## src/rtl/maze_pkg.sv

```systemverilog
// Shared types and sizes for the maze map block.
// Holds the controller state encoding and the row storage type.
package maze_pkg;

   localparam int MAZE_DIM = 16;
   localparam int IDX_W    = 4;

   typedef logic [15:0] row_t;

   typedef enum logic [1:0] {
      S_IDLE,
      S_LOAD,
      S_CLEAR,
      S_READY
   } state_t;

endpackage

```

## src/rtl/maze_row_counter.sv

```systemverilog
// Row index counter shared by the LOAD and CLEAR sweeps.
// Sync clear, count enable, and a terminal-count flag on the last row.
module maze_row_counter
   import maze_pkg::*;
(
   input  logic             clk,
   input  logic             rst,
   input  logic             clr,
   input  logic             en,
   output logic [IDX_W-1:0] cnt,
   output logic             tc
);

   always_ff @(posedge clk or negedge rst) begin
      if (!rst) begin
         cnt <= '0;
      end else if (clr) begin
         cnt <= '0;
      end else if (en) begin
         cnt <= cnt + IDX_W'(1);
      end
   end

   assign tc = (cnt == {IDX_W{1'b1}});

endmodule

```

## src/rtl/maze_map.sv

```systemverilog
// Maze wall/visited map with row-serial load and sweep clear.
// Dout reports a blocked cell; everything is blocked until READY.
module maze_map
   import maze_pkg::*;
(
   input  logic             clk,
   input  logic             rst,
   input  logic             load_start,
   input  logic             load_valid,
   input  row_t             load_data,
   output logic             load_ready,
   input  logic [IDX_W-1:0] X,
   input  logic [IDX_W-1:0] Y,
   input  logic             mark,
   input  logic             clear_marks,
   output logic             Dout,
   output logic             loaded,
   output logic             busy,
   output logic             bad_maze
);

   state_t           state;
   state_t           state_nxt;
   logic [IDX_W-1:0] row;
   logic             row_tc;
   logic             cnt_clr;
   logic             cnt_en;
   logic             wr_row;
   logic             clr_row;
   logic             set_mark;

   row_t wall    [MAZE_DIM];
   row_t visited [MAZE_DIM];

   maze_row_counter u_row (
      .clk (clk),
      .rst (rst),
      .clr (cnt_clr),
      .en  (cnt_en),
      .cnt (row),
      .tc  (row_tc)
   );

   always_ff @(posedge clk or negedge rst) begin
      if (!rst) begin
         state <= S_IDLE;
      end else begin
         state <= state_nxt;
      end
   end

   // load_start outranks every other request in every state
   always_comb begin
      state_nxt = state;
      cnt_clr   = 1'b0;
      cnt_en    = 1'b0;
      wr_row    = 1'b0;
      clr_row   = 1'b0;
      set_mark  = 1'b0;
      unique case (state)
         S_IDLE: begin
            if (load_start) begin
               state_nxt = S_LOAD;
               cnt_clr   = 1'b1;
            end
         end
         S_LOAD: begin
            if (load_start) begin
               cnt_clr = 1'b1;
            end else if (load_valid) begin
               wr_row = 1'b1;
               cnt_en = 1'b1;
               if (row_tc) begin
                  state_nxt = S_CLEAR;
               end
            end
         end
         S_CLEAR: begin
            if (load_start) begin
               state_nxt = S_LOAD;
               cnt_clr   = 1'b1;
            end else begin
               clr_row = 1'b1;
               cnt_en  = 1'b1;
               if (row_tc) begin
                  state_nxt = S_READY;
               end
            end
         end
         S_READY: begin
            if (load_start) begin
               state_nxt = S_LOAD;
               cnt_clr   = 1'b1;
            end else if (clear_marks) begin
               state_nxt = S_CLEAR;
               cnt_clr   = 1'b1;
            end else if (mark) begin
               set_mark = 1'b1;
            end
         end
         default: begin
            state_nxt = S_IDLE;
            cnt_clr   = 1'b1;
         end
      endcase
   end

   always_ff @(posedge clk or negedge rst) begin
      if (!rst) begin
         for (int i = 0; i < MAZE_DIM; i++) begin
            wall[i] <= '0;
         end
      end else if (wr_row) begin
         wall[row] <= load_data;
      end
   end

   always_ff @(posedge clk or negedge rst) begin
      if (!rst) begin
         for (int i = 0; i < MAZE_DIM; i++) begin
            visited[i] <= '0;
         end
      end else begin
         if (clr_row) begin
            visited[row] <= '0;
         end
         if (set_mark) begin
            visited[Y][X] <= 1'b1;
         end
      end
   end

   assign load_ready = (state == S_LOAD);
   assign loaded     = (state == S_READY);
   assign busy       = (state == S_LOAD) || (state == S_CLEAR);
   assign Dout       = loaded ? (wall[Y][X] | visited[Y][X]) : 1'b1;
   assign bad_maze   = loaded & (wall[0][0] | wall[15][15]);

endmodule

```

## config.mk

```make
export PLATFORM = sky130hd
export DESIGN_NAME = maze_map
export DESIGN_NICKNAME = d
export VERILOG_FILES = /design/src/rtl/maze_pkg.sv /design/src/rtl/maze_row_counter.sv /design/src/rtl/maze_map.sv
export SDC_FILE = /design/constraint.sdc
export NUM_CORES = 1
export LEC_CHECK = 0
export ABC_CLOCK_PERIOD_IN_PS = 2300
export CAP_MARGIN = 30
export CORE_UTILIZATION = 59
export CTS_BUF_LIST = sky130_fd_sc_hd__clkbuf_8
export DETAILED_ROUTE_END_ITERATION = 10
export MAX_ROUTING_LAYER = met4
export PLACE_DENSITY_LB_ADDON = 0.1
export SYNTH_ARGS = -nofsm -noshare
export SYNTH_HDL_FRONTEND = slang
export SYNTH_HIERARCHICAL = 1
export SYNTH_SLANG_ARGS = --single-unit
```

## constraint.sdc

```tcl
create_clock -name clk -period 2.3 [get_ports clk]
set_clock_uncertainty 0.05 [all_clocks]
set_input_delay 0.345 -clock clk [delete_from_list [all_inputs] [get_ports clk]]
set_output_delay 0.345 -clock clk [all_outputs]
set_load 0.05 [all_outputs]
```

; Yosys cells after proc, flatten, opt, wreduce, memory -nomap -nowiden
; Index checks and enable logic that the tools add are counted.
; Widths: inputs -> output; s select.
[op_classes]
muxes = 45
n_shift = 0
order_cmp = 6
n_reduce_logical = 8
n_bitwise = 8
eq_ne = 10
div_mod_pow = 0
addsub = 1
mul = 0
[ops]
columns = cell, n
row1 = $mux 256, 2
row2 = $and 256x256->256, 1
row3 = $bwmux 256, 1
row4 = $not 256->256, 1
row5 = $or 256x256->256, 1
row6 = $bmux 16 s4, 2
row7 = $demux 16 s4, 2
row8 = $mux 16, 6
row9 = $mux 1, 16
row10 = $mux 2, 8
row11 = $ge 5x5->1 const B, 2
row12 = $lt 5x1->1 const B, 2
row13 = $not 4->5, 2
row14 = $bmux 1 s4, 2
row15 = $mux 4, 2
row16 = $pmux 2 s4, 1
row17 = $ne 2x2->1 const B, 3
row18 = $ne 3x3->1 const B, 2
row19 = $reduce_and 6->1, 1
row20 = $lt 4x5->1 const B, 1
row21 = $add 4x1->4 const B, 1
row22 = $demux 1 s4, 1
row23 = $eq 2x2->1 const B, 2
row24 = $eq 4x4->1 const B, 1
row25 = 11 further kinds, 15
[totals]
mem_bits_rw = 0
inputBits = 30
ff_bits = 518
latchBits = 0
word_cells = 112
out_inout_bits = 5
mem_count = 0
romBits = 0

; Longest topological paths before layout
[depth]
ltp_word = 10
depth_mapped = 11
mapped_depth_nobuf = 8

; Cells and area by module
; Netlist, hierarchy kept.
[modules_own_cells]
columns = module, seq_area_each_um2, cells_per_inst, n_inst, area_each_um2
row1 = maze_map, 12862.3, 1870, 1, 22884.4
row2 = maze_row_counter, 100.1, 17, 1, 198.9

; Worst setup path after synthesis
; No wires, ideal clock.
[synth_timing]
kind = input port to output port
startpoint = input Y[1]
endpoint = output Dout
slack_ps = -984
required_ps = 1905
path_stages = 9
n_path_buf = 3
t_arrival_ps = 2889
path_cell_list = buf_4 -> buf_6 -> buf_2 -> a21oi_1 -> o22ai_1 -> or3_1 -> a211oi_1 -> a211oi_1 -> o311ai_1
[synth_via]
elab_chain_cells = 8
elab_cells_between_ends = 13
classes_between = mux (11) / bitwise (2)
[synth_rtl]
columns = element, line
row1 = "start, declared", maze_map.sv:13  ; input logic [IDX_W-1:0] Y,
row2 = $not 4->5 (implied by the code) (*), maze_map.sv:136  ; assign Dout = loaded ? (wall[Y][X] | visited[Y][X]) : 1'b1;
row3 = $bmux 16 s4, maze_map.sv:136
row4 = $mux 16 (implied by the code) (2 in series), maze_map.sv:136
row5 = $bmux 1 s4, maze_map.sv:136
row6 = $mux 1 (implied by the code), maze_map.sv:136
row7 = $or 1x1->1 (*), maze_map.sv:136
row8 = $mux 1 (*), maze_map.sv:136
row9 = "end, declared", maze_map.sv:16  ; output logic Dout,
; Mark *: on every way between the ends. The rest lies on a longest branch, timed or not. The select of a mux whose other input is x is not followed.

; Worst setup path in the final report
[layout_timing]
startpoint = register visited[13] (netlist bit)
endpoint = output Dout
[layout_via]
elab_chain_cells = 7
[layout_rtl]
columns = element, line
row1 = "start, declared", maze_map.sv:33  ; row_t visited [MAZE_DIM];
row2 = "start signal, assigned by index", maze_map.sv:121  ; visited[i] <= '0;
row3 = "start signal, assigned by index", maze_map.sv:125  ; visited[row] <= '0;
row4 = "start signal, assigned by index", maze_map.sv:128  ; visited[Y][X] <= 1'b1;
row5 = $bmux 16 s4, maze_map.sv:136
row6 = $mux 16 (implied by the code) (2 in series), maze_map.sv:136
row7 = $bmux 1 s4, maze_map.sv:136
row8 = $mux 1 (implied by the code), maze_map.sv:136
row9 = $or 1x1->1, maze_map.sv:136
row10 = $mux 1, maze_map.sv:136
; No other way between the ends. The select of a mux whose other input is x is not followed.

==> results.cfg <==
[outcome]
status = finished with violations
violations_in_the_final_reports = negative setup slack

[global_routing]
maximum_number_of_pins_on_one_net_before_global_route_repair = 69
grt_ovf = 0
grt_pass1_vias = 17100
grtUsageTotal_pct = 36.6
grt_antenna_before_repair = 1
grt_pass1_wl_um = 104000

[synth]
syn_nets = 1922
syn-instance-count = 1887
async_flop_share_pct = 100
syn_area_per_cell_um2 = 12.2
postSynthRegisterBits = 518
ys_warn_count = 6
synth.lib_cells_used.distinct = 53
synth-seq-area-share_pct = 56.2
synth_edf_count = 0
post_synth_instance_area_um2 = 23100
synth_flop_cell = sky130_fd_sc_hd__dfrtp_1

[cts]
ctsHtreeMaxLevel = 3
clock_sinks = 518
clock_path_buffers = 3
insertion_delay_ns = 0.65
clock_tree.root_cell = sky130_fd_sc_hd__clkbuf_8
cts_tree = done
tritoncts.num_buffers = 85
clk_pin_slew_worst_paths_ns = 0.06

[layout]
finalInstanceArea_um2 = 27800
final_net_count = 2142
mostFrequentLayoutCell = sky130_fd_sc_hd__dfrtp_1
layout.cells.most_common_list = sky130_fd_sc_hd__dfrtp_1 (517), sky130_fd_sc_hd__nand2_1 (308), sky130_fd_sc_hd__o21ai_0 (264), sky130_fd_sc_hd__mux2_2 (251), sky130_fd_sc_hd__buf_4 (180)
num_antenna_cells = 0
finish.cell_count_without_fillers = 2690
drive_above_1_share_pct = 34.7
area_growth_syn_to_layout_pct = 20.5

[sta]
layout_min_cycle_time_ns = 3.24
period_share_pct = 141
rsz0062_at_grt = true
finalMaxSlewViolations = 0
finalHoldViolCount = 0
worst_slew_margin_rel_pct = 47.9
maximum_achievable_frequency_mhz = 309
max_slew.worst_pin.slew_ns = 0.779
setup_slack_ns = -0.940
final-setup-viol-count = 1

[power_and_ir_drop]
share_comb_of_total_power_pct = 8.4
netSwitchingPower_uw = 4720
total_leakage_power_uw = 0.0129
power.ir.vdd_worst_mv = 0.527
seq_power_share_pct = 50.2
switching_share_pct = 24.6
internal_pwr_total_uw = 14400
share_clk_of_total_power_pct = 41.4
power.density_nw_per_um2 = 689

[floorplanning]
starting_density_pct = 59.7
core_area_um2 = 38600
floorplan.io_pins = 35
floorplan.rows = 72
floorplan.die_area_um2 = 39900
die_x_um = 200
die_height_um = 200

[drt]
drtIter0Drc = 1432
wirelength_um = 67800
wl_per_cell_um = 25.2
vias = 16900
antenna_violating_nets_post_route = 0
drc = 0
detailedRoute.firstPassIterationCount = 5
avgViaCountPerCell = 6.27

[critical_path]
timing.critical_path.from_type = register
startpoint = visited[13]
regToRegStartpoint = state[1]
critical_path.endpoint_type = primary output
rr_worst_depth = 8
worst_ep_arrival_time_ns = 2.85
worst-endpoint-required_ns = 1.90
setup.reg_to_reg.worst_slack_ns = 0.15
timing_worst_setup_path_type = reg2out
critPathMaxFanout = 2
rr_endpoint = wall[198]

[job]
max_cap_viol_count = 0

[place]
io_buffer_count = 34
post-place-ws_ns = -1.10
place.gp.congestion = 0.984
dpl_cell_area_um2 = 26000
numPlacedInstances = 2535
detailed_place_hpwl_um = 45000

[min_path]
hp-class = in2async
==> Yosys cell counts (all sizes together) (2+ instances only) <==
library cell | count | area [um2]
dfrtp | 518 | 13000
nand2 | 309 | 1160
o21ai | 266 | 1330
mux2 | 259 | 2920
mux4 | 95 | 2230
clkbuf | 87 | 328
nor2 | 60 | 225
buf | 49 | 365
a21oi | 42 | 210
nor3 | 39 | 200
a22oi | 32 | 240
nand3 | 22 | 110
a211oi | 15 | 113
nor2b | 12 | 75.1
nor3b | 12 | 90.1
nand2b | 10 | 62.6
nor4 | 8 | 50.1
ha | 5 | 62.6
inv | 5 | 18.8
mux2i | 5 | 50.1
o41ai | 5 | 43.8
and3 | 3 | 18.8
o22ai | 3 | 18.8
a2111oi | 2 | 17.5
a21o | 2 | 15.0
clkinv | 2 | 7.51
nand3b | 2 | 15.0
o311ai | 2 | 17.5
o31ai | 2 | 15.0
==> flip-flops by register name (all words and copies together), names as in the netlist <==
register,flops
visited,256
u_row/cnt,4
state,2
wall,256
==> what timing repair did <==
item / 4_1_cts / 5_1_grt
pin swaps: 8 / 16
resized for setup: 14 / 26
endpoints found under the hold margin: 43 / 0
endpoints found under the setup margin: 1 / 8
cloned: 0 / 0
setup buffers: 0 / 3
hold buffers: 1 / 0
==> layout make-up <==
cell class | count | area, um2
repair buffers | 270 | 2850
well taps | 518 | 648
inverters | 7 | 28.8
fillers | 2694 | 10800
clock inverters | 47 | 243
multi-input cells | 1225 | 9630
clock buffers | 105 | 1450
flip-flops and latches | 518 | 13000
==> metrics by stage <==
step	setup TNS, ns	hold WS [ns]	total power, uW	util (%)
global route	-0.988	0.195	19800	72.0
global placement	-2.59	0.269	11300	67.2
CTS	-0.949	0.175	19200	71.7
floorplan	-0.198	-0.000591	10600	-
finish	-0.940	0.182	19200	72.0
detailed placement	-6.49	0.269	11400	67.2
==> power by group through the flow <==
stage	clock, uW	sequential [uW]	combinational, uW
floorplan	0	9710	870
global placement	0	9750	1540
detailed placement	0	9770	1580
CTS	8030	9610	1590
global route	8440	9650	1720
finish	7930	9620	1610
==> routing by layer <==
layer / global-route usage [%] / share of wire (%) / vias up
met5: - / 0 / -
met2: 53.4 / 46 / 716
met3: 7.36 / 7.5 / 148
li1: - / - / 7229
met1: 51.4 / 43 / 8779
met4: 13.5 / 3.3 / 0
==> cells by family (layout without fill, tap and decap cells) <==
group                      Yosys count  in the layout  synth area share, %
adders and majority gates            5              5                0.271
muxes                              359            359                 22.5
AOI/OAI and AO/OA                  378            378                 9.01
DFF                                518            518                 56.2
and+or+nand+nor                    482            482                 8.84
buffers and inverters              144            429                 3.16
xor gates and xnor gates             1              1               0.0379
==> worst max path at each step <==
| stage | endpoint | slack (ns) | cells after the start |
|---|---|---|---|
| after detailed placement | Dout | -1.10 | 12 |
| final | Dout | -0.94 | 8 |
| after floorplan | Dout | -0.20 | 10 |
| after global placement | Dout | -1.07 | 12 |
| after global routing | Dout | -0.99 | 9 |
| after CTS | Dout | -0.95 | 7 |
==> worst max-delay path, cell delays in order, from the launching register on <==
cell	delay (ns)
sky130_fd_sc_hd__dfrtp_1	0.38
sky130_fd_sc_hd__mux4_2	0.49
sky130_fd_sc_hd__a22oi_2	0.26
sky130_fd_sc_hd__a21oi_1	0.16
sky130_fd_sc_hd__nor4_1	0.30
sky130_fd_sc_hd__nand3_1	0.13
sky130_fd_sc_hd__nand3_2	0.11
sky130_fd_sc_hd__o311ai_4	0.16
sky130_fd_sc_hd__buf_12	0.19
Power figures use the tool's default switching activity.
